## config.mk

```make
export PLATFORM = sky130hd
export DESIGN_NAME = inst_loader
export DESIGN_NICKNAME = d
export VERILOG_FILES = /design/src/rtl/inst_pkg.sv /design/src/rtl/inst_encoder.sv /design/src/rtl/inst_loader.sv
export SDC_FILE = /design/constraint.sdc
export NUM_CORES = 1
export LEC_CHECK = 0
export CORE_MARGIN = 1
export CORE_UTILIZATION = 30
export DETAILED_ROUTE_END_ITERATION = 10
export PLACE_DENSITY = 0.58
export SLEW_MARGIN = 20
export SYNTH_ARGS = -nofsm -noshare
export SYNTH_HDL_FRONTEND = slang
export SYNTH_SLANG_ARGS = --single-unit
export TNS_END_PERCENT = 50
```

## constraint.sdc

```tcl
create_clock -name clk -period 1.75 [get_ports clk]
set_input_delay 0.2625 -clock clk [delete_from_list [all_inputs] [get_ports clk]]
set_output_delay 0.2625 -clock clk [all_outputs]
set_load 0.05 [all_outputs]
```

## src/rtl/inst_pkg.sv

```systemverilog
`default_nettype none
// ============================================================================
// Module      : inst_pkg
// Description : Mnemonic codes, MIPS opcode/func constants and loader states.
// Revision    : 1.0 - initial release
// ============================================================================
package inst_pkg;

    // Mnemonic codes presented on in_op; 13..15 are illegal
    localparam logic [3:0] c_MN_NOP  = 4'd0;
    localparam logic [3:0] c_MN_ADD  = 4'd1;
    localparam logic [3:0] c_MN_SUB  = 4'd2;
    localparam logic [3:0] c_MN_AND  = 4'd3;
    localparam logic [3:0] c_MN_OR   = 4'd4;
    localparam logic [3:0] c_MN_SLT  = 4'd5;
    localparam logic [3:0] c_MN_LW   = 4'd6;
    localparam logic [3:0] c_MN_SW   = 4'd7;
    localparam logic [3:0] c_MN_ADDI = 4'd8;
    localparam logic [3:0] c_MN_ANDI = 4'd9;
    localparam logic [3:0] c_MN_J    = 4'd10;
    localparam logic [3:0] c_MN_BEQ  = 4'd11;
    localparam logic [3:0] c_MN_BNE  = 4'd12;

    // Primary opcodes, identical to those the control unit decodes
    localparam logic [5:0] c_OPC_RTYPE = 6'b000000;
    localparam logic [5:0] c_OPC_LW    = 6'b100011;
    localparam logic [5:0] c_OPC_SW    = 6'b101011;
    localparam logic [5:0] c_OPC_ADDI  = 6'b001000;
    localparam logic [5:0] c_OPC_ANDI  = 6'b001100;
    localparam logic [5:0] c_OPC_BEQ   = 6'b000100;
    localparam logic [5:0] c_OPC_BNE   = 6'b000101;
    localparam logic [5:0] c_OPC_J     = 6'b000010;

    // R-type function codes
    localparam logic [5:0] c_FN_ADD = 6'b100000;
    localparam logic [5:0] c_FN_SUB = 6'b100010;
    localparam logic [5:0] c_FN_AND = 6'b100100;
    localparam logic [5:0] c_FN_OR  = 6'b100101;
    localparam logic [5:0] c_FN_SLT = 6'b101010;

    typedef logic [1:0] state_t;

    localparam state_t c_ST_IDLE  = 2'd0;
    localparam state_t c_ST_LOAD  = 2'd1;
    localparam state_t c_ST_WRITE = 2'd2;
    localparam state_t c_ST_DONE  = 2'd3;

endpackage
`default_nettype wire

```

## src/rtl/inst_encoder.sv

```systemverilog
`default_nettype none
// ============================================================================
// Module      : inst_encoder
// Description : Combinational mnemonic-to-MIPS word encoder with illegal flag.
// Revision    : 1.0 - initial release
// ============================================================================
module inst_encoder
    import inst_pkg::*;
(
    input  logic [3:0]  i_op,
    input  logic [4:0]  i_rs,
    input  logic [4:0]  i_rt,
    input  logic [4:0]  i_rd,
    input  logic [15:0] i_imm,
    input  logic [25:0] i_target,
    output logic [31:0] o_word,
    output logic        o_illegal
);

    always_comb begin
        o_word    = 32'h0;
        o_illegal = 1'b0;
        case (i_op)
            c_MN_NOP:  o_word = 32'h0;
            c_MN_ADD:  o_word = {c_OPC_RTYPE, i_rs, i_rt, i_rd, 5'b00000, c_FN_ADD};
            c_MN_SUB:  o_word = {c_OPC_RTYPE, i_rs, i_rt, i_rd, 5'b00000, c_FN_SUB};
            c_MN_AND:  o_word = {c_OPC_RTYPE, i_rs, i_rt, i_rd, 5'b00000, c_FN_AND};
            c_MN_OR:   o_word = {c_OPC_RTYPE, i_rs, i_rt, i_rd, 5'b00000, c_FN_OR};
            c_MN_SLT:  o_word = {c_OPC_RTYPE, i_rs, i_rt, i_rd, 5'b00000, c_FN_SLT};
            c_MN_LW:   o_word = {c_OPC_LW,   i_rs, i_rt, i_imm};
            c_MN_SW:   o_word = {c_OPC_SW,   i_rs, i_rt, i_imm};
            c_MN_ADDI: o_word = {c_OPC_ADDI, i_rs, i_rt, i_imm};
            c_MN_ANDI: o_word = {c_OPC_ANDI, i_rs, i_rt, i_imm};
            c_MN_J:    o_word = {c_OPC_J, i_target};
            c_MN_BEQ:  o_word = {c_OPC_BEQ,  i_rs, i_rt, i_imm};
            c_MN_BNE:  o_word = {c_OPC_BNE,  i_rs, i_rt, i_imm};
            default:   o_illegal = 1'b1;
        endcase
    end

endmodule
`default_nettype wire

```

## src/rtl/inst_loader.sv

```systemverilog
`default_nettype none
// ============================================================================
// Module      : inst_loader
// Description : Streams encoded instructions into instruction memory from 0.
// Revision    : 1.0 - initial release
// ============================================================================
module inst_loader
    import inst_pkg::*;
#(
    parameter int ADDR_W = 8
) (
    input  logic              clk,
    input  logic              rst,
    input  logic              start,
    input  logic              in_valid,
    output logic              in_ready,
    input  logic [3:0]        in_op,
    input  logic [4:0]        in_rs,
    input  logic [4:0]        in_rt,
    input  logic [4:0]        in_rd,
    input  logic [15:0]       in_imm,
    input  logic [25:0]       in_target,
    input  logic              in_last,
    output logic              mem_we,
    output logic [ADDR_W-1:0] mem_addr,
    output logic [31:0]       mem_wdata,
    output logic              busy,
    output logic              done,
    output logic              err,
    output logic [ADDR_W:0]   count
);

    localparam logic [ADDR_W-1:0] c_LAST_ADDR = '1;

    state_t            r_state;
    logic [ADDR_W-1:0] r_addr;
    logic [ADDR_W:0]   r_count;
    logic [31:0]       r_wdata;
    logic              r_last;
    logic              r_err;

    logic [31:0]       w_word;
    logic              w_illegal;

    inst_encoder u_encoder (
        .i_op      (in_op),
        .i_rs      (in_rs),
        .i_rt      (in_rt),
        .i_rd      (in_rd),
        .i_imm     (in_imm),
        .i_target  (in_target),
        .o_word    (w_word),
        .o_illegal (w_illegal)
    );

    // Strobes decode straight from state so reset drops mem_we asynchronously
    assign in_ready  = (r_state == c_ST_LOAD);
    assign mem_we    = (r_state == c_ST_WRITE);
    assign busy      = (r_state == c_ST_LOAD) || (r_state == c_ST_WRITE);
    assign done      = (r_state == c_ST_DONE);
    assign mem_addr  = r_addr;
    assign mem_wdata = r_wdata;
    assign err       = r_err;
    assign count     = r_count;

    always_ff @(posedge clk or posedge rst) begin
        if (rst) begin
            r_state <= c_ST_IDLE;
            r_addr  <= '0;
            r_count <= '0;
            r_wdata <= 32'h0;
            r_last  <= 1'b0;
            r_err   <= 1'b0;
        end else begin
            case (r_state)
                c_ST_IDLE, c_ST_DONE: begin
                    if (start) begin
                        r_addr  <= '0;
                        r_count <= '0;
                        r_err   <= 1'b0;
                        r_state <= c_ST_LOAD;
                    end
                end
                c_ST_LOAD: begin
                    if (in_valid) begin
                        if (w_illegal) begin
                            r_err <= 1'b1;
                            if (in_last) begin
                                r_state <= c_ST_DONE;
                            end
                        end else begin
                            r_wdata <= w_word;
                            r_last  <= in_last;
                            r_state <= c_ST_WRITE;
                        end
                    end
                end
                c_ST_WRITE: begin
                    r_count <= r_count + 1'b1;
                    // Address holds at the top word rather than wrapping to 0
                    if (r_addr != c_LAST_ADDR) begin
                        r_addr <= r_addr + 1'b1;
                    end
                    if (r_last) begin
                        r_state <= c_ST_DONE;
                    end else if (r_addr == c_LAST_ADDR) begin
                        r_err   <= 1'b1;
                        r_state <= c_ST_DONE;
                    end else begin
                        r_state <= c_ST_LOAD;
                    end
                end
                default: r_state <= c_ST_IDLE;
            endcase
        end
    end

endmodule
`default_nettype wire

```

* Word-level counts from Yosys, hierarchy flattened
Cells that the tools add are included.
** Operators by class
- Reduce and logical (&&, ||, !) cells :: 11
- Add/sub/neg operators :: 2
- Eq/ne operators :: 24
- Multiplexer cells :: 19
** Operator list (number)
- $pmux 32 s12 :: 1
- $eq 4x4->1 const B :: 5
- $pmux 9 s2 :: 1
- $eq 4x3->1 const B :: 4
- $mux 8 :: 2
- $pmux 8 s2 :: 1
- $reduce_or 13->1 :: 1
- $mux 2 :: 6
- $add 9x1->9 const B :: 1
- $mux 9 :: 1
- $reduce_and 3->1 :: 3
- $add 8x1->8 const B :: 1
- $eq 4x2->1 const B :: 2
- $eq 8x8->1 const B :: 1
- $ne 2x2->1 const B :: 4
- $ne 8x8->1 const B :: 1
- $pmux 2 s3 :: 1
- $mux 1 :: 5
- $reduce_and 5->1 :: 1
- $eq 2x2->1 const B :: 2
- $eq 4x1->1 const B :: 1
- $logic_not 4->1 :: 1
- $ne 2x1->1 const B :: 2
- $ne 3x2->1 const B :: 1
- 7 further kinds :: 7
** Storage, ports and cells
- Output and inout port bits :: 54
- Input bits :: 66
- Register bits :: 53
- Word-level logic and storage cells :: 62

* Longest topological paths before layout
- Word-level depth :: 5
- Depth in mapped cells :: 8
- Gate-level depth less buffers :: 6

* Modules after synthesis
Synthesis repeated with hierarchy kept, for this count alone.
** Unflattened totals
- Cell total of the unflattened synthesis :: 298
- Area total of the unflattened synthesis :: 3133.0 um2
** Modules (own cells, without submodules)
- inst_loader :: sequential area each 1326.3 um2, cells each 197, times used 1, area an instance 2413.6 um2
- inst_encoder :: sequential area each 0.0 um2, cells each 101, times used 1, area an instance 719.4 um2

* Worst setup path after synthesis
Ideal clock, no wire load.
- Path kind :: reg2reg
- From :: register r_state[0]
- To :: register r_addr[5] (netlist: mem_addr[5])
- Path buffers :: 0
- Data arrival time :: 2115 ps
- Slack :: -443 ps
- Stages on the path, launching flop included :: 7
- Data required time :: 1672 ps
- Period minus slack after synthesis :: 2193 ps
- Library setup time :: 78 ps
- Cell sequence :: dfrtp_1 -> inv_1 -> ha_1 -> mux2_4 -> nand4_4 -> or4_1 -> a21oi_1
** Between the ends
- Elaborated cells on any way between the ends :: 9
- Those cells by class :: eq/ne (4); mux (1); reduce/logical (4)
** RTL lines
- start: declaration :: line inst_loader.sv:35 : state_t r_state;
- start signal: assignment :: line inst_loader.sv:68 : r_state <= c_ST_IDLE;
- start signal: assignment :: line inst_loader.sv:81 : r_state <= c_ST_LOAD;
- start signal: assignment :: line inst_loader.sv:89 : r_state <= c_ST_DONE;
- $eq 2x2->1 (*)
- named net mem_we :: line inst_loader.sv:24 : output logic mem_we,
- $ne 2x1->1 (no line) / $reduce_bool 2->1 (equally long branches)
- $reduce_and 3->1 (no line)
- end signal: assignment :: line inst_loader.sv:102 : r_addr <= r_addr + 1'b1;
- end: declaration :: line inst_loader.sv:36 : logic [ADDR_W-1:0] r_addr;
Mark *: on every way through the listed nets, which the timed path passes. The rest lies on a longest branch.
A chain may end at the register's enable or synchronous reset.

* Worst setup path in the final report
- From :: register r_state[0]
- To :: register r_addr[5] (netlist: mem_addr[5])
** Between the ends
- Cells in the longest elaborated chain, start to end :: 4
- Elaborated cells on any way between the ends :: 9
- Those cells by class :: eq/ne (4); mux (1); reduce/logical (4)
** RTL lines
- $eq 2x2->1 / $logic_not 2->1 (equally long branches) :: line inst_loader.sv:75 : case (r_state)
- $reduce_or 2->1 :: line inst_loader.sv:75
- $ne 2x2->1 (no line) / $reduce_bool 2->1 (equally long branches)
- $reduce_and 3->1 (no line)
Parallel ways exist; a longest one is shown, timed or not.

==> flow_summary.html <==
<table>
<tr><th>Metric</th><th>Value</th></tr>
<tr><th colspan="2">Synth</th></tr>
<tr><td>Parity-gate share of the synthesized area counting xor and xnor cells</td><td>1.88%</td></tr>
<tr><td>Area fraction in and, or, nand and nor cells after synthesis</td><td>24.3%</td></tr>
<tr><td>Cell taking the most area after synthesis</td><td>sky130_fd_sc_hd__dfrtp_1</td></tr>
<tr><td>Dominant cells by area after synthesis</td><td>sky130_fd_sc_hd__dfrtp_1, sky130_fd_sc_hd__a22o_1, sky130_fd_sc_hd__a21oi_1</td></tr>
<tr><td>Synth Net Count</td><td>433</td></tr>
<tr><td>Primary flip-flop cell chosen by synthesis mapping</td><td>sky130_fd_sc_hd__dfrtp_1</td></tr>
<tr><td>Cell area after synthesis</td><td>0.00326 sq mm</td></tr>
<tr><td>Share of synthesized cell area in full adder, half adder and majority cells</td><td>1.92%</td></tr>
<tr><td>Combinational family with the most area after synthesis</td><td>compound AO/OA/AOI/OAI gates</td></tr>
<tr><td>Fraction of registers with async set/reset</td><td>100%</td></tr>
<tr><td>FF+latch count, synth</td><td>52</td></tr>
<tr><td>Yosys warning count</td><td>0</td></tr>
<tr><td>Sequential share of the synthesized area</td><td>39.9%</td></tr>
<tr><td>Number of synthesized flops with an enable pin</td><td>0</td></tr>
<tr><td>Count of different cell masters after synthesis</td><td>52</td></tr>
<tr><td>Mux contribution to synthesized area</td><td>1.11%</td></tr>
<tr><td>Area share of the leading cell type in the synthesized netlist</td><td>39.9%</td></tr>
<tr><td>Fraction of the mapped netlist area in compound gates</td><td>25.8%</td></tr>
<tr><td>Gate count of the mapped netlist</td><td>362</td></tr>
<tr><td>Mean instance size in the synthesized netlist</td><td>9.02 sq um</td></tr>
<tr><th colspan="2">Clock tree</th></tr>
<tr><td>H-tree depth reported by CTS</td><td>2</td></tr>
<tr><td>Hold buffers post-CTS</td><td>0</td></tr>
<tr><td>Buffer depth of the longest clock path</td><td>2</td></tr>
<tr><td>Insertion delay to the later sink of the worst-skew pair</td><td>0.31 ns</td></tr>
<tr><td>Clock transition time at the flip-flop clock pins of the worst setup and hold paths</td><td>0.10 ns</td></tr>
<tr><td>TritonCTS Buffers</td><td>5</td></tr>
<tr><td>Clock tree from TritonCTS</td><td>done</td></tr>
<tr><td>Clock tree root buffer cell</td><td>sky130_fd_sc_hd__clkbuf_8</td></tr>
<tr><td>Clock tree sinks</td><td>52</td></tr>
<tr><th colspan="2">Power and ir drop</th></tr>
<tr><td>Largest voltage drop on the vdd net</td><td>0.696 mV</td></tr>
<tr><td>Overall power consumption</td><td>6960 uW</td></tr>
<tr><td>Static leakage</td><td>0.00224 uW</td></tr>
<tr><td>Power density over cell area</td><td>1370 mW/mm^2</td></tr>
<tr><th colspan="2">STA</th></tr>
<tr><td>Highest achievable clock rate</td><td>548 MHz</td></tr>
<tr><td>Post-route clock skew</td><td>0.00925 ns</td></tr>
<tr><td>Worst-case setup margin in the final layout</td><td>-0.0737 ns</td></tr>
<tr><td>Final period demand of the worst path</td><td>1.82 ns</td></tr>
<tr><td>Final number of setup-violating endpoints</td><td>1</td></tr>
<tr><td>Setup repair after global routing missed its margin</td><td>true</td></tr>
<tr><td>Final hold viol count</td><td>0</td></tr>
<tr><td>Final worst path period share</td><td>104%</td></tr>
<tr><td>Final slew viol count</td><td>0</td></tr>
<tr><th colspan="2">Route</th></tr>
<tr><td>Wirelength, routed</td><td>10500 um</td></tr>
<tr><td>Vias/cell</td><td>5.27</td></tr>
<tr><td>Number of detailed-route iterations in the first pass</td><td>4</td></tr>
<tr><td>Number of violations reported at the end of detailed-routing iteration 0</td><td>133</td></tr>
<tr><td>Count of unresolved DRC violations after routing</td><td>0</td></tr>
<tr><td>Antenna-violating nets left</td><td>0</td></tr>
<tr><td>Routed via count</td><td>3405</td></tr>
<tr><td>Average wire length per cell after detail routing</td><td>16.2 um</td></tr>
<tr><th colspan="2">Critical path</th></tr>
<tr><td>Worst reg2reg endpoint</td><td>mem_addr[5]</td></tr>
<tr><td>Register-to-Register Path Depth</td><td>6</td></tr>
<tr><td>CP startpoint kind</td><td>flop</td></tr>
<tr><td>Worst path arrival time</td><td>2.07 ns</td></tr>
<tr><td>Critical path, cell by cell</td><td>inv_2 -&gt; ha_4 -&gt; mux2_4 -&gt; nand4_4 -&gt; or4_4 -&gt; a21oi_2</td></tr>
<tr><td>Kind of end point of the critical path</td><td>flop</td></tr>
<tr><td>Max incr delay on CP</td><td>0.55 ns</td></tr>
<tr><td>Crit path buf inv count</td><td>1</td></tr>
<tr><td>Reg2reg start</td><td>r_state[0]</td></tr>
<tr><td>Largest driver fanout on the critical path</td><td>4</td></tr>
<tr><td>Slowest cell on the critical path</td><td>sky130_fd_sc_hd__or4_4</td></tr>
<tr><td>Data required time of the worst path</td><td>2.00 ns</td></tr>
<tr><td>Worst Setup Path Type</td><td>flop to flop</td></tr>
<tr><td>Reg-to-reg slack, setup</td><td>-0.07 ns</td></tr>
<tr><td>Delay-heaviest family, CP</td><td>simple AND/OR/NAND/NOR gates</td></tr>
<tr><th colspan="2">Placement</th></tr>
<tr><td>Routability congestion estimate</td><td>0.828</td></tr>
<tr><td>Buffers added on ports</td><td>118</td></tr>
<tr><td>Post-detail-place hpwl</td><td>7900 um</td></tr>
<tr><td>Post-placement cell count</td><td>635</td></tr>
<tr><th colspan="2">Finish</th></tr>
<tr><td>Number of filler cells placed in the layout</td><td>981</td></tr>
<tr><td>Most frequent cells in the layout</td><td>sky130_fd_sc_hd__buf_4, sky130_fd_sc_hd__clkdlybuf4s50_1, sky130_fd_sc_hd__dfrtp_1, sky130_fd_sc_hd__nand2_1, sky130_fd_sc_hd__a21oi_1</td></tr>
<tr><td>Total Nets Final</td><td>580</td></tr>
<tr><td>Most frequent standard cell in the layout excluding fill and tap cells</td><td>sky130_fd_sc_hd__buf_4</td></tr>
<tr><td>Layout overhead on the synthesized area</td><td>55.4%</td></tr>
<tr><td>Antenna fix cells</td><td>0</td></tr>
<tr><td>Non-filler cells in the finished layout</td><td>646</td></tr>
<tr><td>Share of final-layout standard cells stronger than drive strength 1</td><td>29.6%</td></tr>
<tr><th colspan="2">GRT</th></tr>
<tr><td>Pin count of the biggest net entering global routing</td><td>53</td></tr>
<tr><td>First-pass GRT wire length</td><td>16600 um</td></tr>
<tr><td>Global Route met3 Usage</td><td>4.84%</td></tr>
<tr><td>Antenna violations before repair</td><td>0</td></tr>
<tr><td>GR Layer Usage met1</td><td>23.4%</td></tr>
<tr><td>Global route overflow</td><td>0</td></tr>
<tr><td>Vias in the first global route</td><td>3287</td></tr>
<tr><td>Tot GR Track Use</td><td>18.7%</td></tr>
<tr><td>Met2 capacity usage during global routing</td><td>31.6%</td></tr>
<tr><td>Global-route layer with the greatest usage</td><td>met2</td></tr>
<tr><th colspan="2">Floorplan</th></tr>
<tr><td>CORE AREA</td><td>0.0104 sq mm</td></tr>
<tr><td>Die area</td><td>0.0113 sq mm</td></tr>
<tr><td>Number of rows created at floorplan</td><td>37</td></tr>
<tr><td>Effective utilization at floorplan</td><td>31.3%</td></tr>
<tr><td>Width of the die</td><td>106 um</td></tr>
<tr><td>IO Count</td><td>120</td></tr>
<tr><td>Vertical extent of the die</td><td>106 um</td></tr>
<tr><th colspan="2">Run status</th></tr>
<tr><td>Violations in the final reports</td><td>negative setup slack</td></tr>
<tr><td>Outcome</td><td>finished with violations</td></tr>
<tr><th colspan="2">Worst hold path</th></tr>
<tr><td>HP Class</td><td>input pin to asynchronous set/reset pin</td></tr>
<tr><th colspan="2">Job</th></tr>
<tr><td>Max-cap violation count</td><td>0</td></tr>
</table>
registers in the layout, indices dropped and copies added, names as in the netlist:
name / count
count: 9
err: 1
mem_addr: 8
mem_wdata: 31
r_last: 1
r_state: 2
metrics by stage:
step / instance area [sq um] / hold WS, ns / util, % / setup TNS, ns / worst slack (ns)
after floorplan: 3340 / 0.368 / - / -0.849 / -0.110
after global placement: 4840 / 0.467 / 46.5 / -10.05 / -0.384
after detailed placement: 4840 / 0.484 / 46.5 / -11.09 / -0.410
after CTS: 4990 / 0.323 / 48.0 / -1.50 / -0.0972
after global routing: 5070 / 0.342 / 48.7 / -0.233 / -0.119
final: 5070 / 0.310 / 48.7 / -0.0737 / -0.0737
where the power goes:
group / switching [uW] / leakage (uW) / internal, uW
logic: 2620 / 0.00152 / 1670
clock network: 406 / 0.0000515 / 362
registers: 297 / 0.000670 / 1610
cells in the mapped netlist, types with 2 or more instances:
| master | instances |
|---|---|
| sky130_fd_sc_hd__and2_1 | 9 |
| sky130_fd_sc_hd__o22ai_1 | 6 |
| sky130_fd_sc_hd__nor3_1 | 2 |
| sky130_fd_sc_hd__ha_1 | 5 |
| sky130_fd_sc_hd__and3b_1 | 5 |
| sky130_fd_sc_hd__dfrtp_1 | 52 |
| sky130_fd_sc_hd__inv_1 | 10 |
| sky130_fd_sc_hd__a21oi_1 | 24 |
| sky130_fd_sc_hd__a32oi_1 | 8 |
| sky130_fd_sc_hd__a32o_1 | 3 |
| sky130_fd_sc_hd__nor4b_1 | 2 |
| sky130_fd_sc_hd__or3_1 | 3 |
| sky130_fd_sc_hd__a22o_1 | 14 |
| sky130_fd_sc_hd__nor2_1 | 13 |
| sky130_fd_sc_hd__clkbuf_1 | 18 |
| sky130_fd_sc_hd__nor2b_1 | 15 |
| sky130_fd_sc_hd__nand4_1 | 6 |
| sky130_fd_sc_hd__or2_2 | 3 |
| sky130_fd_sc_hd__o32ai_1 | 2 |
| sky130_fd_sc_hd__nand2b_1 | 4 |
| sky130_fd_sc_hd__a21o_1 | 2 |
| sky130_fd_sc_hd__and3_1 | 14 |
| sky130_fd_sc_hd__or3_2 | 2 |
| sky130_fd_sc_hd__nor3b_1 | 5 |
| sky130_fd_sc_hd__a221o_1 | 11 |
| sky130_fd_sc_hd__nor4bb_1 | 5 |
| sky130_fd_sc_hd__xnor2_1 | 4 |
| sky130_fd_sc_hd__xor2_1 | 3 |
| sky130_fd_sc_hd__o211ai_1 | 3 |
| sky130_fd_sc_hd__o2111ai_1 | 3 |
| sky130_fd_sc_hd__a221oi_1 | 2 |
| sky130_fd_sc_hd__a31oi_1 | 2 |
| sky130_fd_sc_hd__buf_2 | 9 |
| sky130_fd_sc_hd__o21ai_0 | 20 |
| sky130_fd_sc_hd__nand3_1 | 15 |
| sky130_fd_sc_hd__nand2_1 | 30 |
| sky130_fd_sc_hd__o31ai_1 | 13 |
area by class of cell:
class | count | area, sq um | share of cell area, %
clock buffer | 8 | 100 | 1.97
inverter | 10 | 37.5 | 0.740
multi-input combinational | 271 | 1940 | 38.2
sequential | 52 | 1310 | 25.9
tap | 136 | 170 | 3.35
timing repair buffer | 169 | 1520 | 29.9
worst reg2reg max path, stage by stage (launching register included):
cell and delay [ns]:
sky130_fd_sc_hd__dfrtp_2 0.45, sky130_fd_sc_hd__inv_2 0.08, sky130_fd_sc_hd__ha_4 0.21, sky130_fd_sc_hd__mux2_4 0.23
sky130_fd_sc_hd__nand4_4 0.09, sky130_fd_sc_hd__or4_4 0.55, sky130_fd_sc_hd__a21oi_2 0.15
layer usage:
metal | vias up | share of wire (%)
li1 | 1665 | -
met1 | 1623 | 44
met2 | 109 | 48
met3 | 8 | 6.4
met4 | 0 | 1.0
met5 | - | 0
what timing repair did:
item	4_1_cts	5_1_grt
resized for setup	13	16
setup endpoints to repair	37	40
buffers inserted	1	2
pin swaps	4	4
kinds of logic (layout without fill, tap and decap cells):
| logic type | Yosys count | in the layout |
|---|---|---|
| adders and majority gates | 5 | 5 |
| DFF | 52 | 52 |
| buffers and inverters | 39 | 187 |
| other | 1 | 1 |
| AOI/OAI and AO/OA | 118 | 118 |
| and+or+nand+nor | 137 | 137 |
| muxes | 3 | 3 |
| xor gates and xnor gates | 7 | 7 |
worst max-delay path by stage:
stage	from	endpoint	slack (ns)	cells after the start
after floorplan	r_state[0]	mem_addr[5]	-0.11	6
after detailed placement	in_op[2]	mem_wdata[25]	-0.41	6
after CTS	r_state[1]	mem_wdata[5]	-0.1	6
after global placement	in_op[2]	mem_wdata[18]	-0.38	6
final	r_state[0]	mem_addr[5]	-0.07	6
after global routing	r_state[0]	mem_addr[5]	-0.12	6
No activity file was read; power rests on OpenSTA's default activity.
